===== src/rtl/normalise_prod_mult_descale.sv =====
// Normalises the 50-bit multiply product to a 24-bit mantissa, denormalises and rounds it (RNE).
// Latency: fixed 2 cycles (stage 1 normalise/denormalise, stage 2 round/exponent fix-up).
// No backpressure: one operation accepted every clock, never stalls.
module normalise_prod_mult_descale #(
   parameter bit ROUND_EN  = 1'b1,
   parameter bit DENORM_EN = 1'b1
) (
   input  logic        clock,
   input  logic        reset,
   input  logic        idle_Multiply,
   input  logic [32:0] zout_Multiply,
   input  logic [49:0] productout_Multiply,
   input  logic [7:0]  InsTagMultiply,
   input  logic        ScaleValidMultiply,
   input  logic [31:0] z_Multiply,
   output logic        idle_NormaliseProd,
   output logic [32:0] zout_NormaliseProd,
   output logic [7:0]  InsTagNormaliseProd,
   output logic        ScaleValidNormaliseProd,
   output logic [31:0] z_NormaliseProd,
   output logic        overflow_NormaliseProd,
   output logic        underflow_NormaliseProd
);

   // stage 1 registers
   logic               s1_idle;
   logic [32:0]        s1_zin;
   logic               s1_zero;
   logic signed [9:0]  s1_exp;
   logic [23:0]        s1_mant;
   logic               s1_g, s1_r, s1_s;
   logic               s1_uf;
   logic [7:0]         s1_tag;
   logic               s1_sv;
   logic [31:0]        s1_z;

   // stage 1 next-state values
   logic signed [9:0]  n_exp;
   logic signed [9:0]  shift_k;
   logic [25:0]        grs;
   logic [25:0]        lost;
   logic               n_s;
   logic               n_uf;

   // stage 2 results
   logic               rnd_up;
   logic [24:0]        sum;
   logic signed [9:0]  r_exp;
   logic [23:0]        r_mant;
   logic [7:0]         r_ef;
   logic               r_ov;
   logic               r_uf;
   logic [32:0]        r_z;

   // Normalise the product so the hidden bit lands in m[23], then shift denormals right.
   always_comb begin
      n_exp   = {{2{zout_Multiply[31]}}, zout_Multiply[31:24]};
      shift_k = '0;
      lost    = '0;
      n_uf    = 1'b0;
      if (productout_Multiply[49]) begin
         grs = productout_Multiply[49:24];
         n_s = |productout_Multiply[23:0];
      end else begin
         grs   = productout_Multiply[48:23];
         n_s   = |productout_Multiply[22:0];
         n_exp = n_exp - 10'sd1;
      end
      if (n_exp < -10'sd126) begin
         n_uf = 1'b1;
         if (DENORM_EN) begin
            shift_k = -10'sd126 - n_exp;
            if (shift_k >= 10'sd26) begin
               n_s = n_s | (|grs);
               grs = '0;
            end else begin
               lost = grs & ~(26'h3FFFFFF << shift_k);
               grs  = grs >> shift_k;
               n_s  = n_s | (|lost);
            end
         end else begin
            // flushed results must not round back up, so guard/round/sticky go too
            grs = '0;
            n_s = 1'b0;
         end
         n_exp = -10'sd126;
      end
   end

   // Capture stage 1 results and sidebands.
   always_ff @(posedge clock or posedge reset) begin
      if (reset) begin
         s1_idle <= 1'b0;
         s1_zin  <= '0;
         s1_zero <= 1'b0;
         s1_exp  <= '0;
         s1_mant <= '0;
         s1_g    <= 1'b0;
         s1_r    <= 1'b0;
         s1_s    <= 1'b0;
         s1_uf   <= 1'b0;
         s1_tag  <= '0;
         s1_sv   <= 1'b0;
         s1_z    <= '0;
      end else begin
         s1_idle <= idle_Multiply;
         s1_zin  <= zout_Multiply;
         s1_zero <= (productout_Multiply == 50'd0);
         s1_exp  <= n_exp;
         s1_mant <= grs[25:2];
         s1_g    <= grs[1];
         s1_r    <= grs[0];
         s1_s    <= n_s;
         s1_uf   <= n_uf;
         s1_tag  <= InsTagMultiply;
         s1_sv   <= ScaleValidMultiply;
         s1_z    <= z_Multiply;
      end
   end

   // Round to nearest even, fix up exponent on carry-out, detect overflow, select bypass/zero.
   always_comb begin
      rnd_up = ROUND_EN && s1_g && (s1_r || s1_s || s1_mant[0]);
      sum    = {1'b0, s1_mant} + {24'd0, rnd_up};
      r_exp  = s1_exp;
      r_mant = sum[23:0];
      r_uf   = s1_uf;
      r_ov   = 1'b0;
      if (sum[24]) begin
         r_mant = 24'h800000;
         r_exp  = s1_exp + 10'sd1;
      end
      // a denormal that rounded up into the hidden bit is the smallest normal
      if (r_uf && r_mant[23]) begin
         r_uf = 1'b0;
      end
      if (r_exp > 10'sd127) begin
         r_ov   = 1'b1;
         r_ef   = 8'h80;
         r_mant = '0;
      end else begin
         r_ef = r_exp[7:0];
      end
      r_z = {s1_zin[32], r_ef, r_mant};
      if (s1_zero) begin
         r_z  = {s1_zin[32], 8'h81, 24'h0};
         r_ov = 1'b0;
         r_uf = 1'b0;
      end
      if (s1_idle) begin
         r_z  = s1_zin;
         r_ov = 1'b0;
         r_uf = 1'b0;
      end
   end

   // Register stage 2 outputs; idle resets high so the pack stage sees nothing to do.
   always_ff @(posedge clock or posedge reset) begin
      if (reset) begin
         idle_NormaliseProd      <= 1'b1;
         zout_NormaliseProd      <= '0;
         InsTagNormaliseProd     <= '0;
         ScaleValidNormaliseProd <= 1'b0;
         z_NormaliseProd         <= '0;
         overflow_NormaliseProd  <= 1'b0;
         underflow_NormaliseProd <= 1'b0;
      end else begin
         idle_NormaliseProd      <= s1_idle;
         zout_NormaliseProd      <= r_z;
         InsTagNormaliseProd     <= s1_tag;
         ScaleValidNormaliseProd <= s1_sv;
         z_NormaliseProd         <= s1_z;
         overflow_NormaliseProd  <= r_ov;
         underflow_NormaliseProd <= r_uf;
      end
   end

endmodule


===== config.mk =====
export PLATFORM = sky130hd
export DESIGN_NAME = normalise_prod_mult_descale
export DESIGN_NICKNAME = d
export VERILOG_FILES = /design/src/rtl/normalise_prod_mult_descale.sv
export SDC_FILE = /design/constraint.sdc
export NUM_CORES = 1
export LEC_CHECK = 0
export CAP_MARGIN = 30
export CELL_PAD_IN_SITES_DETAIL_PLACEMENT = 0
export CELL_PAD_IN_SITES_GLOBAL_PLACEMENT = 1
export CORE_MARGIN = 2
export CORE_UTILIZATION = 35
export DETAILED_ROUTE_END_ITERATION = 7
export PLACE_DENSITY = 0.86
export SLEW_MARGIN = 20
export SYNTH_ARGS = -nofsm -noshare
export SYNTH_HDL_FRONTEND = slang
export SYNTH_SLANG_ARGS = --single-unit

===== constraint.sdc =====
create_clock -name clock -period 7.4 [get_ports clock]
set_input_delay 1.85 -clock clock [delete_from_list [all_inputs] [get_ports clock]]
set_output_delay 1.85 -clock clock [all_outputs]
set_load 0.01 [all_outputs]

==> metrics, run 1 <==
synthesized area=8427 µm²; Core ar.=about 24000 µm²; Setup crit start kind=primary input; First-pass DRT Iterations=7; setup TNS=0 ns; Worst-Margin Slew=0.8681 ns; Num CTS Buffers=17; routed vias=6666; met3 usage=0.03412; min-delay worst type=reg2reg; placed instance count=1274; clock slew seen by the registers of the worst setup and hold paths=0.07 ns; FF+latch area=4756 µm²; Detail Route Antenna Nets=0; Max Fanout on Critical Path=31; nets=1107; global-route met1 utilization=0.2621; number of synthesized flops with an enable pin=0; final max-slew violation count=0; critical path, cell by cell=clkdlybuf4s50_1 -> buf_4 -> inv_1 -> ha_1 -> mux2_2 -> inv_1 -> ha_1 -> buf_4 -> clkinv_1 -> nor3_1 -> o311ai_0 -> a221oi_1 -> o2111ai_1 -> a2111oi_0 -> a41oi_1; status=complete, no violations; DRT iter0 DRCs=between 600 and 700; CP Capture Type=flip-flop; commonest non-fill, non-tap cells in the layout=clkdlybuf4s50_1 (202), dfrtp_1 (189), mux2i_1 (77), nand2_1 (69), nor2_1 (67); CP max stage cell=a2111oi_0; Max Cap Viol=0; Fill cells=2153; Final Hold Viols=0; FMAX=188.1 MHz; Worst path max stage delay=0.52 ns; DP Area=10750 µm²; Clock Skew=0.01171 ns; top cell type by total area after synthesis=dfrtp_1; GR Overflow Total=0; area occupied by multi-input gates=roughly 3400 µm²; initial antenna violation count=0; DIE AREA=25330 µm²; Unique masters post-synth=66; GRT Resource Usage Total=0.1773; Clock Sink Count=190; Comb pwr share=0.188; clk buf depth=2; flip-flop and latch count after synthesis=between 150 and 200; Die Height=159.2 µm; PortBufs=203; routability congestion estimate=approximately 0.91; post-synth net total=916; Pwr Total=2.485 mW; Area Overhead vs Synth=34.98%; layout cells sized above 1=0.05769; Peak VDD IR=0.1464 mV; # setup viols final=0; per-cell routed wire length=approximately 17 µm; hold_buf cts=0; final design utilization=0.4832; crit path time final=5.316 ns; post-synthesis sequential area ratio=0.5644; Die Width=159.2 µm; critical path arrival=between 5 and 6 ns; starting density of the core=0.3579; P_leak=4.784 nW; vias in the first global route=6470; share of Yosys cell area claimed by the top area cell type=0.5612; vias per cell=just over 5; largest net degree at the start of global routing=107; first-pass GRT wire length=35.69 mm; Final Cycle Share=0.7184; syn_area_per_cell=between 10 and 15 µm²; Syn Inst Count=784; post-CTS resize count=0; drt total wl=22.53 mm; Psw=between 700 and 800 µW; ys flop type=dfrtp_1; cell row count=56; pwr/cell area=218.5 nW/µm²; gr busiest metal=met2; Rel. slew slack=0.4206; H-tree lvl count=4; sequential power share=0.457; asr flop ratio synth=1.000; DR DRC count=0; Clk pwr share=0.355; final instance area=11370 µm²; commonest non-fill, non-tap cell in the layout=clkdlybuf4s50_1; Required @ worst endpoint=7.66 ns; # Post-CTS Setup Buffers=0; met2 Use GR=0.2715; RSZ-0062 raised after global routing=no; sw frac=0.2859; CTS tree=yes; DP Wirelength=17.15 mm; cell-internal power=1.775 mW; final std cells w/o fill=between 1000 and 1500; critical path class=in2reg; diode count=0; yosys warns=0; top post-synthesis cells by area=dfrtp_1 (56%), mux2i_1 (9.1%), o21ai_0 (3.7%); clk_lat worst skew=between 0.4 and 0.5 ns; I/O pin cnt=204; CTS Root Cell=clkbuf_16
-- cell type report --
type / instances / area share
Sequential cell: 190 / 0.4181
Clock buffer: 18 / 0.03773
Timing Repair Buffer: 213 / 0.1866
Multi-Input combinational cell: 537 / 0.3021
Clock inverter: 14 / 0.01474
Inverter: 16 / 0.005720
Tap cell: 319 / 0.03509
-- path summary, 6_finish.rpt --
path                               startpoint                          endpoint  slack [ns]  cells past startpoint
min in group asynchronous               reset                s1_z[13]$_DFF_PP0_        1.82                      2
max reg2reg                    s1_g$_DFF_PP0_  zout_NormaliseProd[16]$_DFF_PP0_        3.75                     10
min reg2reg                s1_z[14]$_DFF_PP0_     z_NormaliseProd[14]$_DFF_PP0_        0.35                      0
min                        s1_z[14]$_DFF_PP0_     z_NormaliseProd[14]$_DFF_PP0_        0.35                      0
max in group asynchronous               reset                s1_z[14]$_DFF_PP0_        4.32                      4
max                         zout_Multiply[24]                    s1_s$_DFF_PP0_        2.08                     15
-- cells by family after synthesis --
logic type                 count (synthesis)  share of synthesized area
DFF                                      190                     0.5644
buffers and inverters                     57                    0.02880
muxes                                     80                    0.09547
xor gates and xnor gates                  38                    0.04113
AOI/OAI and AO/OA                        162                     0.1142
adders and majority gates                  6                   0.008612
and+or+nand+nor                          251                     0.1474
-- power by group through the flow --
stage	clock (mW)	combinational [mW]	sequential, mW
2_1_floorplan	0	0.240	1.16
3_3_place_gp	0	0.460	1.15
3_5_place_dp	0	0.460	1.16
4_1_cts	0.911	0.462	1.14
5_1_grt	0.953	0.506	1.14
6_report	0.883	0.467	1.14
-- sequential cells by signal (all words and copies together) (netlist names), 8 cells and up --
name                 flops
s1_mant                 24
InsTagNormaliseProd      8
zout_NormaliseProd      33
z_NormaliseProd         32
s1_zin                  33
s1_exp                   9
s1_tag                   8
s1_z                    32
-- synthesized netlist by cell type, types with 11 or more instances --
cell / instances
dfrtp_1: 189
mux2i_1: 77
nand2_1: 69
nor2_1: 67
o21ai_0: 63
a21oi_1: 51
clkbuf_1: 26
nand3_1: 24
xnor2_1: 20
xor2_1: 17
nor3_1: 16
inv_1: 13
and3_1: 12
nor4_1: 11
-- routing by layer --
metal | vias to the layer above | share of wire
met5 | - | 0
met2 | 318 | 0.44
met3 | 15 | 0.076
met1 | 3166 | 0.47
met4 | 0 | 0.010
li1 | 3167 | -
-- stage by stage --
stage                     hold WS, ns  worst slack, ns
after floorplan                0.3312           0.3812
after global placement         0.3315            1.849
after detailed placement       0.3347            1.781
after CTS                      0.3500            2.198
after global routing           0.3513            1.864
final                          0.3490            2.084
-- worst max-delay path: cells and delay by family --
family,cells,cell delay (ns)
AND/OR/NAND/NOR,1,0.24
AO/OA/AOI/OAI,5,1.22
multiplexers,1,0.29
buffers and inverters,6,1.54
adder cells (fa/ha/maj),2,0.44
No activity file was read; power rests on OpenSTA's default activity.
==> run 2, diff against run 1 <==
- clock period: 7.4 -> 4.5 ns (I/O delays scaled with it)
==> run 2 against run 1 <==
Effect of this change:
- combinational power is 69% higher
- count of clock-buffer cells in the layout is 1 lower
- clock skew is 0.0022 ns lower
- register-to-register slack worse by 2.9 ns
- routed wire length is 0.74% higher
- via count hardly changed
- critical path depth is 4 lower
- cell count is 1.2% higher
- global-route usage is 0.41 points higher
- sequential share of layout area is 0.41 points lower
- largest power group unchanged
==> metrics, run 2 (same netlist as run 1, synthesis figures left out) <==
I/O pin cnt=204; Core ar.=23540 µm²; Rel. slew slack=0.4507; status=complete, no violations; WP depth=11; # setup viols final=0; CP max stage cell=or4_1; DP Area=about 11000 µm²; hold_buf cts=0; initial antenna violation count=0; Max Cap Viol=0; critical path, cell by cell=clkdlybuf4s50_1 -> inv_1 -> ha_1 -> or4_1 -> a32o_2 -> nor2_2 -> a31oi_1 -> a311o_1 -> inv_1 -> buf_4 -> o21ai_0; Required @ worst endpoint=4.77 ns; Pwr Total=a little over 4 mW; Clock Skew=0.009495 ns; clock slew seen by the registers of the worst setup and hold paths=0.07 ns; routed vias=6662; first-pass GRT wire length=36.26 mm; placed instance count=1292; WP buf/inv=4; largest net degree at the start of global routing=97; DRT iter0 DRCs=about 530; GRT Resource Usage Total=0.1814; post-CTS resize count=0; largest registers=s1_zin (33), zout_NormaliseProd (33); area occupied by multi-input gates=~3400 µm²; Num CTS Buffers=17; cell row count=56; Worst-Margin Slew=between 0.8 and 0.9 ns; Setup crit start kind=primary input; CTS Root Cell=clkbuf_16; critical path's top delay family=buffers and inverters; commonest non-fill, non-tap cell in the layout=clkdlybuf4s50_1; Peak VDD IR=0.2105 mV; diode count=0; layout cells sized above 1=0.07371; clk buf depth=2; FMAX=245.6 MHz; most frequent CP cell=inv_1; worst r2r path cells=11; Die Height=159.2 µm; starting density of the core=0.3579; PortBufs=203; DIE AREA=around 25000 µm²; Worst path max stage delay=0.56 ns; DP Wirelength=17.46 mm; vias per cell=5.036; pwr/cell area=354.3 nW/µm²; Final Cycle Share=0.9049; GR Overflow Total=0; final std cells w/o fill=1323; clk_lat worst skew=~0.42 ns; DR DRC count=0; H-tree lvl count=4; drt total wl=22.69 mm; critical path class=in2reg; crit path time final=4.072 ns; CP Capture Type=flip-flop; # Post-CTS Setup Buffers=0; setup TNS=0 ns; Max Fanout on Critical Path=16; Fill cells=2180; nets=1124; FF+latch area=~4800 µm²; Die Width=roughly 160 µm; per-cell routed wire length=17.15 µm; First-pass DRT Iterations=5; CTS tree=yes; vias in the first global route=between 6000 and 7000; RSZ-0062 raised after global routing=no; final instance area=11490 µm²; Clock Sink Count=190; min-delay worst type=reg2reg; commonest non-fill, non-tap cells in the layout=clkdlybuf4s50_1 (202), dfrtp_1 (189), mux2i_1 (77), nand2_1 (69), nor2_1 (67); critical path arrival=4.34 ns; Detail Route Antenna Nets=0; final max-slew violation count=0; cell depth of the worst hold path=0; P_leak=roughly 4.8 nW; Hold WS=0.3487 ns; Area Overhead vs Synth=36.30%; Final Hold Viols=0; routability congestion estimate=about 0.9
run 2: cell type report:
class	instances	share of cell area
Clock inverter	14	0.01318
Tap cell	319	0.03475
Multi-Input combinational cell	537	0.2991
Inverter	16	0.005556
Clock buffer	17	0.03704
Sequential cell	190	0.4141
Timing Repair Buffer	230	0.1963
run 2: final timing paths:
check,from,to,slack (ns)
max,zout_Multiply[24],s1_mant[8]$_DFF_PP0_,0.43
min,s1_z[6]$_DFF_PP0_,z_NormaliseProd[6]$_DFF_PP0_,0.35
max reg2reg,s1_g$_DFF_PP0_,zout_NormaliseProd[4]$_DFF_PP0_,0.90
min reg2reg,s1_z[6]$_DFF_PP0_,z_NormaliseProd[6]$_DFF_PP0_,0.35
max in group asynchronous,reset,s1_uf$_DFF_PP0_,2.44
min in group asynchronous,reset,s1_zin[4]$_DFF_PP0_,1.09
run 2: layer usage:
layer  global-route usage  wire (µm)  vias to the layer above
met4              0.04091        234                        0
li1                     -          -                     3200
met3              0.04480       1827                       19
met1               0.2607      10590                     3147
met5                    0          0                        -
met2               0.2783      10040                      296
run 2: stage by stage:
step / worst slack [ns] / utilization
floorplan: 0.1901 / -
global placement: 0.1080 / 0.4634
detailed placement: 0.03364 / 0.4634
CTS: 0.4506 / 0.4879
global route: 0.1939 / 0.4879
finish: 0.4279 / 0.4879
run 2: power by group:
part           leakage [nW]  internal [mW]  switching (mW)
Clock                 0.272          0.737           0.675
Combinational          2.32          0.368           0.422
Sequential             2.25           1.82          0.0517
Total                  4.85           2.92            1.15
run 2: worst reg2reg max path, delay by kind of cell (launching register included):
family	cells	cell delay, ns
adder cells (fa/ha/maj)	1	0.26
buffers and inverters	1	0.19
AO/OA/AOI/OAI	3	0.83
AND/OR/NAND/NOR	6	1.86
flip-flops	1	0.36
